==> src/rtl/ac97_pkg.sv <==
// Shared AC'97 frame geometry, tag bit positions and the outgoing frame packer.
package ac97_pkg;

  localparam int FRAME_BITS = 256;
  localparam int CNT_W      = $clog2(FRAME_BITS);
  localparam int SLOT_W     = 20;
  localparam int TAG_W      = 16;
  localparam int PAYLOAD_W  = TAG_W + 4 * SLOT_W;

  typedef logic [CNT_W-1:0]  cnt_t;
  typedef logic [SLOT_W-1:0] slot_t;

  localparam cnt_t SLOT0_START = cnt_t'(0);
  localparam cnt_t SLOT1_START = cnt_t'(16);
  localparam cnt_t SLOT2_START = cnt_t'(36);
  localparam cnt_t SLOT3_START = cnt_t'(56);
  localparam cnt_t SLOT4_START = cnt_t'(76);

  localparam int TAG_READY    = 15;
  localparam int TAG_CMD_ADDR = 14;
  localparam int TAG_CMD_DATA = 13;
  localparam int TAG_PCM_L    = 12;
  localparam int TAG_PCM_R    = 11;

  typedef struct packed {
    logic        cmd;
    logic        rw;
    logic [6:0]  addr;
    logic [15:0] wdata;
    logic        pcm_valid;
    slot_t       left;
    slot_t       right;
  } frame_t;

  // Slots 0..4 concatenated MSB first, in transmit order.
  function automatic logic [PAYLOAD_W-1:0] pack_frame(input frame_t f);
    logic [TAG_W-1:0] tag;
    slot_t            s1;
    slot_t            s2;
    tag               = '0;
    tag[TAG_CMD_ADDR] = f.cmd;
    tag[TAG_CMD_DATA] = f.cmd && !f.rw;
    tag[TAG_PCM_L]    = f.pcm_valid;
    tag[TAG_PCM_R]    = f.pcm_valid;
    tag[TAG_READY]    = |tag[TAG_CMD_ADDR:TAG_PCM_R];
    s1                = {f.rw, f.addr, 12'b0};
    s2                = (f.cmd && !f.rw) ? {f.wdata, 4'b0} : '0;
    return {tag, s1, s2, f.left, f.right};
  endfunction

endpackage

==> src/rtl/ac97_link_controller_if.sv <==
// Command, read-back and PCM sample handshakes between the synth core and the link controller.
interface ac97_link_controller_if #(parameter int PCM_W = 20) ();

  logic             cmd_valid;
  logic             cmd_ready;
  logic             cmd_rw;
  logic [6:0]       cmd_addr;
  logic [15:0]      cmd_wdata;
  logic             rd_valid;
  logic [6:0]       rd_addr;
  logic [15:0]      rd_data;
  logic [PCM_W-1:0] pcm_left;
  logic [PCM_W-1:0] pcm_right;
  logic             pcm_valid;
  logic             frame_tick;
  logic             codec_ready;

  modport master (
    output cmd_valid, cmd_rw, cmd_addr, cmd_wdata, pcm_left, pcm_right, pcm_valid,
    input  cmd_ready, rd_valid, rd_addr, rd_data, frame_tick, codec_ready
  );

  modport slave (
    input  cmd_valid, cmd_rw, cmd_addr, cmd_wdata, pcm_left, pcm_right, pcm_valid,
    output cmd_ready, rd_valid, rd_addr, rd_data, frame_tick, codec_ready
  );

endinterface

==> src/rtl/ac97_rx_deframer.sv <==
// Deframes SDATA_IN against the shared bit counter: codec-ready flag and register read-back.
module ac97_rx_deframer
  import ac97_pkg::*;
(
  input  logic        clk,
  input  logic        rst,
  input  cnt_t        bit_cnt,
  input  logic        sdata_in,
  output logic        rd_valid,
  output logic [6:0]  rd_addr,
  output logic [15:0] rd_data,
  output logic        codec_ready
);

  localparam cnt_t READY_POS  = cnt_t'(TAG_W - 1 - TAG_READY);
  localparam cnt_t CMD_POS    = cnt_t'(TAG_W - 1 - TAG_CMD_ADDR);
  localparam cnt_t DATA_POS   = cnt_t'(TAG_W - 1 - TAG_CMD_DATA);
  localparam cnt_t ADDR_FIRST = SLOT1_START + cnt_t'(1);
  localparam cnt_t ADDR_LAST  = SLOT1_START + cnt_t'(7);
  localparam cnt_t DATA_LAST  = SLOT2_START + cnt_t'(15);
  // Registered outputs change on this edge so rd_valid is high while bit_cnt == SLOT3_START.
  localparam cnt_t CAPTURE_AT = SLOT3_START - cnt_t'(1);

  logic        codec_ready_q, codec_ready_d;
  logic        tag_cmd_q, tag_cmd_d;
  logic        tag_data_q, tag_data_d;
  logic [6:0]  addr_sh_q, addr_sh_d;
  logic [15:0] data_sh_q, data_sh_d;
  logic        rd_valid_q, rd_valid_d;
  logic [6:0]  rd_addr_q, rd_addr_d;
  logic [15:0] rd_data_q, rd_data_d;

  always_comb begin
    codec_ready_d = codec_ready_q;
    tag_cmd_d     = tag_cmd_q;
    tag_data_d    = tag_data_q;
    addr_sh_d     = addr_sh_q;
    data_sh_d     = data_sh_q;
    rd_valid_d    = 1'b0;
    rd_addr_d     = rd_addr_q;
    rd_data_d     = rd_data_q;

    if (bit_cnt == READY_POS) codec_ready_d = sdata_in;
    if (bit_cnt == CMD_POS)   tag_cmd_d     = sdata_in;
    if (bit_cnt == DATA_POS)  tag_data_d    = sdata_in;
    if (bit_cnt >= ADDR_FIRST && bit_cnt <= ADDR_LAST)
      addr_sh_d = {addr_sh_q[5:0], sdata_in};
    if (bit_cnt >= SLOT2_START && bit_cnt <= DATA_LAST)
      data_sh_d = {data_sh_q[14:0], sdata_in};

    if (bit_cnt == CAPTURE_AT && tag_cmd_q && tag_data_q) begin
      rd_valid_d = 1'b1;
      rd_addr_d  = addr_sh_q;
      rd_data_d  = data_sh_q;
    end
  end

  always_ff @(posedge clk or posedge rst) begin
    if (rst) begin
      codec_ready_q <= 1'b0;
      tag_cmd_q     <= 1'b0;
      tag_data_q    <= 1'b0;
      addr_sh_q     <= '0;
      data_sh_q     <= '0;
      rd_valid_q    <= 1'b0;
      rd_addr_q     <= '0;
      rd_data_q     <= '0;
    end else begin
      codec_ready_q <= codec_ready_d;
      tag_cmd_q     <= tag_cmd_d;
      tag_data_q    <= tag_data_d;
      addr_sh_q     <= addr_sh_d;
      data_sh_q     <= data_sh_d;
      rd_valid_q    <= rd_valid_d;
      rd_addr_q     <= rd_addr_d;
      rd_data_q     <= rd_data_d;
    end
  end

  assign codec_ready = codec_ready_q;
  assign rd_valid    = rd_valid_q;
  assign rd_addr     = rd_addr_q;
  assign rd_data     = rd_data_q;

endmodule

==> src/rtl/ac97_link_controller.sv <==
// AC'97 frame sequencer: SYNC generation, command/PCM framing onto SDATA_OUT, receive deframing.
module ac97_link_controller
  import ac97_pkg::*;
#(
  parameter int PCM_W = 20
) (
  input  logic                   BIT_CLK,
  input  logic                   SYSTEM_RESET,
  input  logic                   SDATA_IN,
  output logic                   SYNC,
  output logic                   SDATA_OUT,
  ac97_link_controller_if.slave  bus
);

  cnt_t                 bit_cnt_q, bit_cnt_d;
  logic                 sync_q, sync_d;
  logic                 sdata_out_q, sdata_out_d;
  logic                 frame_tick_q, frame_tick_d;
  logic                 pending_q, pending_d;
  logic                 pend_rw_q, pend_rw_d;
  logic [6:0]           pend_addr_q, pend_addr_d;
  logic [15:0]          pend_wdata_q, pend_wdata_d;
  logic [PAYLOAD_W-1:0] tx_sh_q, tx_sh_d;
  frame_t               frame_nxt;
  logic                 latch;
  logic                 accept;

  always_comb begin
    bit_cnt_d = bit_cnt_q + cnt_t'(1);
    latch     = (bit_cnt_q == '1);
    accept    = bus.cmd_valid && !pending_q;

    frame_nxt           = '0;
    frame_nxt.cmd       = pending_q;
    frame_nxt.rw        = pending_q && pend_rw_q;
    frame_nxt.addr      = pending_q ? pend_addr_q : '0;
    frame_nxt.wdata     = pending_q ? pend_wdata_q : '0;
    frame_nxt.pcm_valid = bus.pcm_valid;
    if (bus.pcm_valid) begin
      frame_nxt.left  = SLOT_W'(bus.pcm_left) << (SLOT_W - PCM_W);
      frame_nxt.right = SLOT_W'(bus.pcm_right) << (SLOT_W - PCM_W);
    end

    // A command accepted on the latch edge itself stays pending for the following frame.
    pending_d    = latch ? 1'b0 : pending_q;
    pend_rw_d    = pend_rw_q;
    pend_addr_d  = pend_addr_q;
    pend_wdata_d = pend_wdata_q;
    if (accept) begin
      pending_d    = 1'b1;
      pend_rw_d    = bus.cmd_rw;
      pend_addr_d  = bus.cmd_addr;
      pend_wdata_d = bus.cmd_wdata;
    end

    // The shift register is the frame store; zeros shift in behind slot 4.
    tx_sh_d      = latch ? pack_frame(frame_nxt) : {tx_sh_q[PAYLOAD_W-2:0], 1'b0};
    sdata_out_d  = tx_sh_d[PAYLOAD_W-1];
    sync_d       = bit_cnt_d < SLOT1_START;
    frame_tick_d = (bit_cnt_d == '1);
  end

  always_ff @(posedge BIT_CLK or posedge SYSTEM_RESET) begin
    if (SYSTEM_RESET) begin
      bit_cnt_q    <= '1;
      sync_q       <= 1'b0;
      sdata_out_q  <= 1'b0;
      frame_tick_q <= 1'b0;
      pending_q    <= 1'b0;
      pend_rw_q    <= 1'b0;
      pend_addr_q  <= '0;
      pend_wdata_q <= '0;
      tx_sh_q      <= '0;
    end else begin
      bit_cnt_q    <= bit_cnt_d;
      sync_q       <= sync_d;
      sdata_out_q  <= sdata_out_d;
      frame_tick_q <= frame_tick_d;
      pending_q    <= pending_d;
      pend_rw_q    <= pend_rw_d;
      pend_addr_q  <= pend_addr_d;
      pend_wdata_q <= pend_wdata_d;
      tx_sh_q      <= tx_sh_d;
    end
  end

  logic        rx_rd_valid;
  logic [6:0]  rx_rd_addr;
  logic [15:0] rx_rd_data;
  logic        rx_codec_ready;

  ac97_rx_deframer u_rx (
    .clk         (BIT_CLK),
    .rst         (SYSTEM_RESET),
    .bit_cnt     (bit_cnt_q),
    .sdata_in    (SDATA_IN),
    .rd_valid    (rx_rd_valid),
    .rd_addr     (rx_rd_addr),
    .rd_data     (rx_rd_data),
    .codec_ready (rx_codec_ready)
  );

  assign SYNC            = sync_q;
  assign SDATA_OUT       = sdata_out_q;
  assign bus.frame_tick  = frame_tick_q;
  assign bus.cmd_ready   = !pending_q;
  assign bus.rd_valid    = rx_rd_valid;
  assign bus.rd_addr     = rx_rd_addr;
  assign bus.rd_data     = rx_rd_data;
  assign bus.codec_ready = rx_codec_ready;

endmodule

==> src/flat_wrapper.sv <==
// flat-port wrapper written by rule: the top's interface ports become plain ports
module ac97_link_controller_flat import ac97_pkg::*;
#(
  parameter int PCM_W = 20
)
  (BIT_CLK, SYSTEM_RESET, SDATA_IN, SYNC, SDATA_OUT, bus_cmd_valid, bus_cmd_rw, bus_cmd_addr, bus_cmd_wdata, bus_pcm_left, bus_pcm_right, bus_pcm_valid, bus_cmd_ready, bus_rd_valid, bus_rd_addr, bus_rd_data, bus_frame_tick, bus_codec_ready);
  ac97_link_controller_if #(.PCM_W(PCM_W)) bus_i ();
  input  logic BIT_CLK;
  input  logic SYSTEM_RESET;
  input  logic SDATA_IN;
  output logic SYNC;
  output logic SDATA_OUT;
  input wire logic [$bits(bus_i.cmd_valid)-1:0] bus_cmd_valid;
  input wire logic [$bits(bus_i.cmd_rw)-1:0] bus_cmd_rw;
  input wire logic [$bits(bus_i.cmd_addr)-1:0] bus_cmd_addr;
  input wire logic [$bits(bus_i.cmd_wdata)-1:0] bus_cmd_wdata;
  input wire logic [$bits(bus_i.pcm_left)-1:0] bus_pcm_left;
  input wire logic [$bits(bus_i.pcm_right)-1:0] bus_pcm_right;
  input wire logic [$bits(bus_i.pcm_valid)-1:0] bus_pcm_valid;
  output wire logic [$bits(bus_i.cmd_ready)-1:0] bus_cmd_ready;
  output wire logic [$bits(bus_i.rd_valid)-1:0] bus_rd_valid;
  output wire logic [$bits(bus_i.rd_addr)-1:0] bus_rd_addr;
  output wire logic [$bits(bus_i.rd_data)-1:0] bus_rd_data;
  output wire logic [$bits(bus_i.frame_tick)-1:0] bus_frame_tick;
  output wire logic [$bits(bus_i.codec_ready)-1:0] bus_codec_ready;
  assign bus_i.cmd_valid = bus_cmd_valid;
  assign bus_i.cmd_rw = bus_cmd_rw;
  assign bus_i.cmd_addr = bus_cmd_addr;
  assign bus_i.cmd_wdata = bus_cmd_wdata;
  assign bus_i.pcm_left = bus_pcm_left;
  assign bus_i.pcm_right = bus_pcm_right;
  assign bus_i.pcm_valid = bus_pcm_valid;
  assign bus_cmd_ready = bus_i.cmd_ready;
  assign bus_rd_valid = bus_i.rd_valid;
  assign bus_rd_addr = bus_i.rd_addr;
  assign bus_rd_data = bus_i.rd_data;
  assign bus_frame_tick = bus_i.frame_tick;
  assign bus_codec_ready = bus_i.codec_ready;
  ac97_link_controller #(.PCM_W(PCM_W)) u_core (.BIT_CLK(BIT_CLK), .SYSTEM_RESET(SYSTEM_RESET), .SDATA_IN(SDATA_IN), .SYNC(SYNC), .SDATA_OUT(SDATA_OUT), .bus(bus_i));
endmodule
==> config.mk <==
export PLATFORM = sky130hd
export DESIGN_NAME = ac97_link_controller_flat
export DESIGN_NICKNAME = d
export VERILOG_FILES = /design/src/rtl/ac97_pkg.sv /design/src/rtl/ac97_link_controller_if.sv /design/src/rtl/ac97_rx_deframer.sv /design/src/rtl/ac97_link_controller.sv /design/src/flat_wrapper.sv
export SDC_FILE = /design/constraint.sdc
export NUM_CORES = 1
export LEC_CHECK = 0
export ABC_CLOCK_PERIOD_IN_PS = 7400
export BUFFER_PORTS_ARGS = -buffer_cell sky130_fd_sc_hd__clkbuf_2
export CAP_MARGIN = 20
export CELL_PAD_IN_SITES_DETAIL_PLACEMENT = 1
export CELL_PAD_IN_SITES_GLOBAL_PLACEMENT = 2
export CORE_UTILIZATION = 39
export DETAILED_ROUTE_END_ITERATION = 8
export PLACE_DENSITY = 0.9
export SKIP_LAST_GASP = 1
export SYNTH_ARGS = -nofsm -noshare
export SYNTH_HDL_FRONTEND = slang
export SYNTH_SLANG_ARGS = --single-unit
export TNS_END_PERCENT = 10
==> constraint.sdc <==
create_clock -name BIT_CLK -period 7.4 [get_ports BIT_CLK]
set_clock_uncertainty 0.1 [all_clocks]
set_input_delay 1.48 -clock BIT_CLK [delete_from_list [all_inputs] [get_ports BIT_CLK]]
set_output_delay 1.48 -clock BIT_CLK [all_outputs]
set_load 0.01 [all_outputs]
==> results of run 1 <==
## cells by family (layout without fill, tap and decap cells)
kind of cell | after synthesis | after routing | share of synthesized area
adder cells (fa/ha/maj) | 7 | 7 | 0.01201
buffers and inverters | 98 | 205 | 0.05818
multiplexers | 144 | 144 | 0.2111
XOR/XNOR | 6 | 6 | 0.007208
AND/OR/NAND/NOR | 120 | 120 | 0.08255
flip-flops | 181 | 181 | 0.6226
AO/OA/AOI/OAI | 5 | 5 | 0.006349
## critical path, cell delays in order (launching register included)
cell     delay, ns
dfstp_2       0.61
ha_1          0.18
nand3_2       0.16
nor3_4        0.79
buf_4         0.62
buf_16        0.32
mux2i_1       0.27
## stage by stage
step                  util  instances  hold slack (ns)  instance area [um^2]
global route        0.4716        897           0.4044                  8558
CTS                 0.4687        895           0.3764                  8506
finish              0.4716        897           0.3737                  8558
detailed placement  0.4393        863           0.3587                  7973
global placement    0.4372        861           0.3581                  7934
floorplan                -        561           0.3385                  7291
## per-layer routing
metal	vias up	routed length (um)	share of wire	track usage
met3	20	768	0.055	0.05490
li1	1987	-	-	-
met4	0	189	0.013	0.04737
met1	2140	6176	0.44	0.2016
met5	-	0	0	0
met2	81	6949	0.49	0.2645
## cells in the mapped netlist, drive strengths merged, types with 2 or more instances
| library cell | instances |
|---|---|
| nor3 | 3 |
| xor2 | 2 |
| buf | 16 |
| or3 | 2 |
| ha | 7 |
| dfstp | 8 |
| nor2 | 5 |
| xnor2 | 4 |
| nand3 | 5 |
| clkbuf | 13 |
| dfrtp | 173 |
| nor2b | 30 |
| nand4 | 4 |
| mux2i | 66 |
| mux2 | 78 |
| nand2 | 66 |
| inv | 69 |
## area by class of cell
type                       instances  area [um^2]  share of cell area
clock buffer                      24        451.7             0.05278
clock inverter                     8        81.33            0.009503
inverter                          69        264.0             0.03085
multi-input combinational        282         2336              0.2730
sequential                       181         4539              0.5304
tap                              229        286.5             0.03348
timing repair buffer             104        599.3             0.07003
## power by group through the flow
stage	logic [mW]	registers, mW	clock network, mW
after detailed placement	0.0862	1.04	0
after floorplan	0.0505	1.04	0
after global routing	0.0955	1.03	0.907
after CTS	0.0868	1.03	0.863
after global placement	0.0797	1.04	0
final	0.0826	1.03	0.836
## registers in the layout, summed over array words and instances, names as in the netlist, 7 cells and up
| signal | count |
|---|---|
| u_core.bit_cnt_q | 8 |
| u_core.pend_addr_q | 7 |
| u_core.pend_wdata_q | 16 |
| u_core.tx_sh_q | 95 |
| u_core.u_rx.addr_sh_q | 7 |
| u_core.u_rx.data_sh_q | 16 |
| u_core.u_rx.rd_addr | 7 |
| u_core.u_rx.rd_data | 16 |
## path summary, 6_finish.rpt
kind | end | from | cells past startpoint
setup / recovery | u_core.tx_sh_q[72] | u_core.bit_cnt_q[1] | 6
hold / removal | u_core.tx_sh_q[90] | u_core.tx_sh_q[89] | 1
setup reg to reg | u_core.tx_sh_q[72] | u_core.bit_cnt_q[1] | 6
hold reg to reg | u_core.tx_sh_q[90] | u_core.tx_sh_q[89] | 1
max in group asynchronous | u_core.tx_sh_q[77] | SYSTEM_RESET | 3
min in group asynchronous | u_core.tx_sh_q[9] | SYSTEM_RESET | 2
==> impl_metrics.csv, run 1 <==
group,metric,value,unit
grt,first_global_vias,4711,
floorplan,die_w,138.7,um
run,maxCapViolations,0,
yosys,ys_seq_elements,181,
worst_setup_path,cp_data_required_time,7.63,ns
cts,post_cts_resized,0,
power,intPower,1.514,mW
cells_and_area,final_common_cell,"dfrtp_1",
cts,post_cts_buffers,0,
grt,antenna_found_initial,0,
yosys,synth_cells,561,
worst_setup_path,worst_setup_path_start_kind,"register",
power,pwr-share-clk,0.430,
yosys,synth_top_area_frac,0.5938,
sta,post-route-period-util,0.4291,
worst_setup_path,cp-end-kind,"register",
worst_setup_path,cp_max_fo,45,
sta,setup_tns,0,ns
sta,period_needed,3.176,ns
outcome,outcome,"finished with violations",
cells_and_area,fill_cells,1906,
cts,cts_root_buf,"clkbuf_16",
power,leakage,4.003,nW
grt,grt_max_degree,83,
cts,htree_levels,4,
power,ir_worst_vdd,135.0,uV
sta,setup_viol,0,
yosys,yosysWarnings,0,
sta,fin_ws,4.224,ns
grt,grt_pass1_wl,24340,um
outcome,violations,"DRC",
power,power_switching,429.9,uW
cells_and_area,drive_above_1_share,0.3159,
floorplan,ios,98,
cts,clk_latency,0.42,ns
yosys,syn_area,0.007291,mm^2
power,p_sw_frac,0.2212,
detailed_routing,first_pass_iters,6,
worst_setup_path,rrSetupSlack,4.22,ns
detailed_routing,ant_nets,0,
cts,clk_pin_slew_worst_paths,0.07,ns
worst_setup_path,crit_type,"reg -> reg",
place,place_ws,3.937,ns
yosys,synth_cell_type_count,34,
detailed_routing,routed_wl,14080,um
worst_setup_path,arrival,3.41,ns
floorplan,die-area,0.01924,mm^2
floorplan,die_height,138.7,um
floorplan,start_util,0.4018,
sta,rsz0062_at_grt,"false",
place,place.gp.congestion,0.7767,
cells_and_area,nNetsFinal,731,
yosys,synth_ff_type,"dfrtp_1",
place,dp_hpwl,9139,um
sta,max_clock_freq,314.9,MHz
cells_and_area,antennaDiodeCount,0,
cts,cts_tree,"built",
yosys,synth_async_sr_flop_share,1.000,
floorplan,core-area,0.01815,mm^2
cts,numCtsBuffers,17,
grt,grt-ovfl-total,0,
yosys,syn_avg_cell_area,13.00,um^2
grt,grt_usage,0.1610,
yosys,synth_top_area_cell,"dfrtp_1",
cts,clk_path_buf_depth,2,
power,total_power,1.944,mW
detailed_routing,wl_per_cell,15.70,um
detailed_routing,drt_iter0_markers,142,
cts,cts.sinks,181,
cells_and_area,final_cell_mix,"dfrtp_1 (173), clkbuf_2 (97), inv_1 (68), nand2_1 (66), mux2i_1 (66)",
yosys,yosys-top-cells-area,"dfrtp_1 (59%), mux2_2 (10%), mux2i_1 (9.1%), inv_1 (3.6%), nand2_1 (3.4%)",
sta,final-hold-violation-count,0,
sta,slew_viol_final,0,
yosys,yosysSeqAreaShare,0.6226,
detailed_routing,via_per_inst,4.713,
power,p_seq_frac,0.527,
floorplan,fp-row-count,49,
detailed_routing,remaining_drc_errors,8,
power,combPwrFrac,0.043,
place,port_buffers,97,
power,power_density,227.1,mW/mm^2
yosys,synth_edf_count,0,
min_path,min_path_type,"reg -> reg",
cells_and_area,syn_to_final_growth,17.38,%
yosys,synth_nets,637,
sta,worst_pin_slew,0.9239,ns
sta,slew_headroom,0.3821,
cts,cts-hold-fix-buffers,0,
detailed_routing,vias,4228,
No activity file was read; power rests on OpenSTA's default activity.
==> run 2, diff against run 1 <==
ABC_AREA = 1   (was unset)
ABC_CLOCK_PERIOD_IN_PS = 2700   (was 7400)
CORE_UTILIZATION = 32   (was 39)
PLACE_DENSITY = 0.86   (was 0.9)
clock period = 2.7 ns   (was 7.4 ns; I/O delays follow)
==> impl_metrics.csv, run 2 <==
group,metric,value,unit
cts,cts_root_buf,"clkbuf_16",
cells_and_area,final_common_cell,"nand2_1",
cts,clk_path_buf_depth,2,
yosys,yosysMostFrequentCell,"nand2_1",
worst_setup_path,cp_data_required_time,2.96,ns
cts,post_cts_buffers,0,
grt,grt_max_degree,53,
yosys,synth_ff_type,"dfrtp_1",
place,place.gp.congestion,0.7222,
yosys,synth_top_family_by_area,"simple AND/OR/NAND/NOR gates",
outcome,outcome,"finished, final reports clean",
place,port_buffers,97,
worst_setup_path,arrival,2.50,ns
detailed_routing,drt_iter0_markers,197,
cts,cts_tree,"built",
yosys,synthAdderAreaFrac,0.01244,
yosys,synth_top_area_frac,0.6149,
detailed_routing,via_per_inst,4.375,
cells_and_area,largest-register,"u_core.tx_sh_q",
place,dp_hpwl,9802,um
cells_and_area,antennaDiodeCount,0,
cells_and_area,postLayoutCoreUtil,0.3931,
cts,htree_levels,4,
cts,cts.sinks,181,
yosys,synthXorXnorAreaFrac,0,
floorplan,start_util,0.3307,
yosys,yosys-top-cells-count,"nand2_1 (346), dfrtp_1 (173), inv_1 (67)",
floorplan,die-area,0.02260,mm^2
yosys,yosysSeqAreaShare,0.6447,
yosys,synth_nets,823,
yosys,synth_compound_area_frac,0.03874,
sta,holdWs,0.1156,ns
yosys,syn_area,0.007041,mm^2
sta,final-hold-violation-count,0,
cells_and_area,multi_input_area,0.002003,mm^2
cells_and_area,instances_no_fill,1133,
sta,slew_viol_final,0,
grt,first_global_vias,5187,
sta,post-route-period-util,0.8281,
cells_and_area,final_cell_mix,"nand2_1 (346), dfrtp_1 (173), clkbuf_2 (97), inv_1 (66), nor2_1 (35)",
grt,grt_usage,0.1430,
yosys,synth_cells,747,
floorplan,die_w,150.3,um
sta,slew_headroom,0.5281,
power,total_power,5.682,mW
cells_and_area,syn_to_final_growth,18.86,%
sta,max_clock_freq,447.3,MHz
yosys,yosysWarnings,0,
cts,clk_latency,0.43,ns
cells_and_area,drive_above_1_share,0.1935,
floorplan,fp-row-count,53,
cells_and_area,largest_reg_flops,95,
cts,cts-hold-fix-buffers,0,
floorplan,die_height,150.3,um
floorplan,core-area,0.02129,mm^2
worst_setup_path,cp_max_fo,40,
place,place_ws,0.4528,ns
worst_setup_path,crit_type,"reg -> reg",
sta,worst_pin_slew,0.7064,ns
worst_setup_path,cp-end-kind,"register",
detailed_routing,routed_wl,14920,um
detailed_routing,wl_per_cell,13.17,um
cells_and_area,final_area,0.008368,mm^2
power,leakage,4.540,nW
yosys,syn_avg_cell_area,9.425,um^2
power,power_density,679.0,mW/mm^2
run,maxCapViolations,0,
detailed_routing,vias,4957,
cts,numCtsBuffers,17,
sta,setup_tns,0,ns
yosys,synth_edf_count,0,
worst_setup_path,worst_setup_path_start_kind,"register",
grt,grt-ovfl-total,0,
place,place_inst,1100,
cts,post_cts_resized,0,
grt,grt_pass1_wl,25520,um
yosys,synth_top_area_cell,"dfrtp_1",
yosys,synth-simple-area-share,0.2328,
yosys,synthMuxAreaShare,0,
yosys,ys_seq_elements,181,
sta,fin_ws,0.4641,ns
detailed_routing,first_pass_iters,4,
yosys,synth_cell_type_count,29,
detailed_routing,ant_nets,0,
min_path,min_path_type,"in -> async",
cells_and_area,regArea,0.004539,mm^2
sta,setup_viol,0,
detailed_routing,remaining_drc_errors,0,
cells_and_area,nNetsFinal,921,
place,post_dp_cell_area,0.007766,mm^2
floorplan,ios,98,
grt,antenna_found_initial,0,
yosys,yosys-top-cells-area,"dfrtp_1 (61%), nand2_1 (18%), inv_1 (3.6%), dfstp_2 (3.0%), buf_6 (2.1%)",
power,ir_worst_vdd,388.3,uV
sta,rsz0062_at_grt,"false",
yosys,synth_async_sr_flop_share,1.000,
cells_and_area,fill_cells,2501,
cts,clk_pin_slew_worst_paths,0.07,ns
sta,period_needed,2.236,ns
-- run 2: changes by cell type after synthesis, moves of 26 or more --
cell	previous run	this run
o21ai_0	1	27
nand2_1	66	346
nor2_1	5	35
mux2i_1	66	0
nor2b_1	30	0
mux2_2	65	0
-- run 2: routing by layer --
metal / GRT usage / wire length [um] / up-vias
li1: - / - / 2439
met2: 0.2263 / 7016 / 91
met3: 0.03242 / 632 / 10
met4: 0.03788 / 148 / 0
met1: 0.1968 / 7119 / 2417
met5: 0 / 0 / -
-- run 2: cell families (layout without fill, tap and decap cells) --
logic type	after synthesis	in the layout
adders and majority gates	7	7
AOI/OAI and AO/OA	53	53
buffers and inverters	99	210
DFF	181	181
and+or+nand+nor	407	407
-- run 2: worst paths after layout --
| path | from | slack (ns) | depth (start not counted) | end |
|---|---|---|---|---|
| hold / removal | SYSTEM_RESET | 0.12 | 2 | u_core.u_rx.rd_data[8] |
| max in group asynchronous | SYSTEM_RESET | 1.63 | 3 | u_core.bit_cnt_q[0] |
| setup reg to reg | u_core.bit_cnt_q[1] | 0.46 | 8 | u_core.tx_sh_q[18] |
| min in group BIT_CLK | bus_cmd_wdata[12] | 0.20 | 3 | u_core.pend_wdata_q[12] |
| hold reg to reg | u_core.tx_sh_q[31] | 0.35 | 2 | u_core.tx_sh_q[32] |
| setup / recovery | u_core.bit_cnt_q[1] | 0.46 | 8 | u_core.tx_sh_q[18] |
-- run 2: worst max-delay path, stage by stage (launching register included) --
cell and delay, ns:
dfstp_2 0.59, ha_1 0.22, nand3_4 0.10, nor2_4 0.12, nand3_4 0.27, nor2_4 0.15
buf_4 0.38, nand2_1 0.12, nand2_1 0.08
-- run 2: report_power, final --
group	switching (mW)	internal, mW
logic	0.172	0.112
clock network	1.16	1.32
registers	0.0775	2.85
-- run 2: layout make-up --
type | count | area share
clock buffers | 17 | 0.05084
clock inverters | 15 | 0.01929
inverters | 70 | 0.03215
multi-input cells | 467 | 0.2394
flip-flops and latches | 181 | 0.5425
well taps | 275 | 0.04112
repair buffers | 108 | 0.07476
==> run 3, diff against run 2 <==
ABC_CLOCK_PERIOD_IN_PS = 2200   (was 2700)
CORE_UTILIZATION = 35   (was 32)
PLACE_DENSITY = 0.89   (was 0.86)
clock period = 2.2 ns   (was 2.7 ns; I/O delays follow)
==> impl_metrics.csv, run 3 (synthesized netlist as in run 2, its figures left out) <==
group,metric,value,unit
worst_setup_path,critPathSlowestCell,"dfstp_2",
sta,setup_tns,0,ns
cts,clk_latency,0.42,ns
sta,slew_headroom,0.6416,
cts,post_cts_buffers,0,
detailed_routing,first_pass_iters,4,
power,ir_worst_vdd,533.5,uV
cts,cts_tree,"built",
detailed_routing,routed_wl,14260,um
floorplan,die_w,143.8,um
cts,htree_levels,4,
power,power_density,831.1,mW/mm^2
sta,post-route-period-util,0.9046,
power,pwr-share-clk,0.436,
cts,clk_pin_slew_worst_paths,0.07,ns
cells_and_area,largest_reg_flops,95,
grt,antenna_found_initial,0,
worst_setup_path,cp-end-kind,"register",
worst_setup_path,cp_data_required_time,2.46,ns
outcome,outcome,"finished, final reports clean",
floorplan,die-area,0.02069,mm^2
power,p_sw_frac,0.2427,
cells_and_area,fill_cells,2317,
grt,grt_usage,0.1518,
power,leakage,4.563,nW
cells_and_area,instances_no_fill,1128,
place,place.gp.congestion,0.7466,
floorplan,die_height,143.8,um
worst_setup_path,max_stage_delay,0.60,ns
cells_and_area,largest-register,"u_core.tx_sh_q",
power,power_switching,1.694,mW
cts,cts-hold-fix-buffers,1,
worst_setup_path,crit_type,"reg -> reg",
cells_and_area,antennaDiodeCount,0,
sta,setup_viol,0,
detailed_routing,remaining_drc_errors,0,
cts,numCtsBuffers,17,
floorplan,core-area,0.01959,mm^2
grt,grt-ovfl-total,0,
sta,rsz0062_at_grt,"false",
floorplan,start_util,0.3594,
sta,slew_viol_final,0,
worst_setup_path,crit_chain,"ha_1 > nand3_4 > nor2_4 > nand3_4 > nor2_4 > nand2_1 > nand2_1",
worst_setup_path,cp_max_fo,16,
sta,max_clock_freq,502.5,MHz
detailed_routing,ant_nets,0,
floorplan,ios,98,
grt,grt_pass1_wl,24510,um
sta,period_needed,1.990,ns
power,p_seq_frac,0.514,
place,port_buffers,97,
run,maxCapViolations,0,
sta,worst_pin_slew,0.5365,ns
worst_setup_path,arrival,2.25,ns
cells_and_area,final_common_cell,"nand2_1",
worst_setup_path,worst_setup_path_start_kind,"register",
sta,final-hold-violation-count,0,
detailed_routing,vias,4921,
power,intPower,5.285,mW
cts,clk_path_buf_depth,2,
place,place_inst,1095,
cells_and_area,nNetsFinal,926,
grt,first_global_vias,5032,
cts,cts_root_buf,"clkbuf_16",
cells_and_area,final_cell_mix,"nand2_1 (346), dfrtp_1 (173), clkbuf_2 (97), inv_1 (66), nor2_1 (35)",
cells_and_area,drive_above_1_share,0.1970,
floorplan,fp-row-count,51,
grt,grt_max_degree,55,
detailed_routing,wl_per_cell,12.65,um
cts,cts.sinks,181,
min_path,min_path_type,"in -> reg",
power,combPwrFrac,0.050,
cts,post_cts_resized,0,
detailed_routing,via_per_inst,4.363,
place,dp_hpwl,9747,um
detailed_routing,drt_iter0_markers,235,
cells_and_area,syn_to_final_growth,19.28,%
run 3: per-layer routing:
metal / global-route usage / wire [um] / up-vias
met4: 0.04199 / 151 / 0
met3: 0.03499 / 428 / 12
met5: 0 / 0 / -
met1: 0.2129 / 7208 / 2367
met2: 0.2342 / 6476 / 80
li1: - / - / 2462
run 3: critical path, delay by kind of cell (launching register included):
kind | cells | cell delay (ns)
flip-flops | 1 | 0.60
adder cells (fa/ha/maj) | 1 | 0.23
AND/OR/NAND/NOR | 6 | 1.01
run 3: area by class of cell:
cell class,instances,area (um^2),share of cell area
clock buffers,18,439.2,0.05229
clock inverters,14,157.7,0.01877
inverters,70,269.0,0.03203
multi-input cells,467,2003,0.2385
flip-flops and latches,181,4539,0.5405
well taps,265,331.6,0.03948
repair buffers,113,658.1,0.07837
run 3: path summary, 6_finish.rpt:
kind	cells past startpoint	end	slack, ns	start
max	7	u_core.tx_sh_q[46]	0.21	u_core.bit_cnt_q[1]
min	3	u_core.pend_wdata_q[10]	0.10	bus_cmd_wdata[10]
max reg2reg	7	u_core.tx_sh_q[46]	0.21	u_core.bit_cnt_q[1]
min reg2reg	2	u_core.tx_sh_q[4]	0.35	u_core.tx_sh_q[3]
max in group asynchronous	4	u_core.bit_cnt_q[6]	0.79	SYSTEM_RESET
min in group asynchronous	3	u_core.tx_sh_q[25]	0.51	SYSTEM_RESET
run 3: per-stage QoR:
stage / cell area (um^2) / worst slack (ns) / power (mW) / utilization / hold WS (ns)
6_report: 8398 / 0.2099 / 6.980 / 0.4287 / 0.1041
5_1_grt: 8398 / 0.04613 / 7.301 / 0.4287 / 0.1017
4_1_cts: 8398 / 0.1749 / 7.109 / 0.4287 / 0.08680
3_5_place_dp: 7791 / 0.1939 / 4.012 / 0.3977 / 0.3402
3_3_place_gp: 7791 / 0.2505 / 3.993 / 0.3977 / 0.3272
2_1_floorplan: 7044 / -0.6560 / 3.843 / - / 0.3252
run 3: power by group through the flow:
stage                     sequential, mW  combinational, mW  clock (mW)
after floorplan                     3.63              0.216           0
after global placement              3.64              0.349           0
after detailed placement            3.65              0.358           0
after CTS                           3.59              0.363        3.16
after global routing                3.61              0.416        3.27
final                               3.59              0.349        3.04
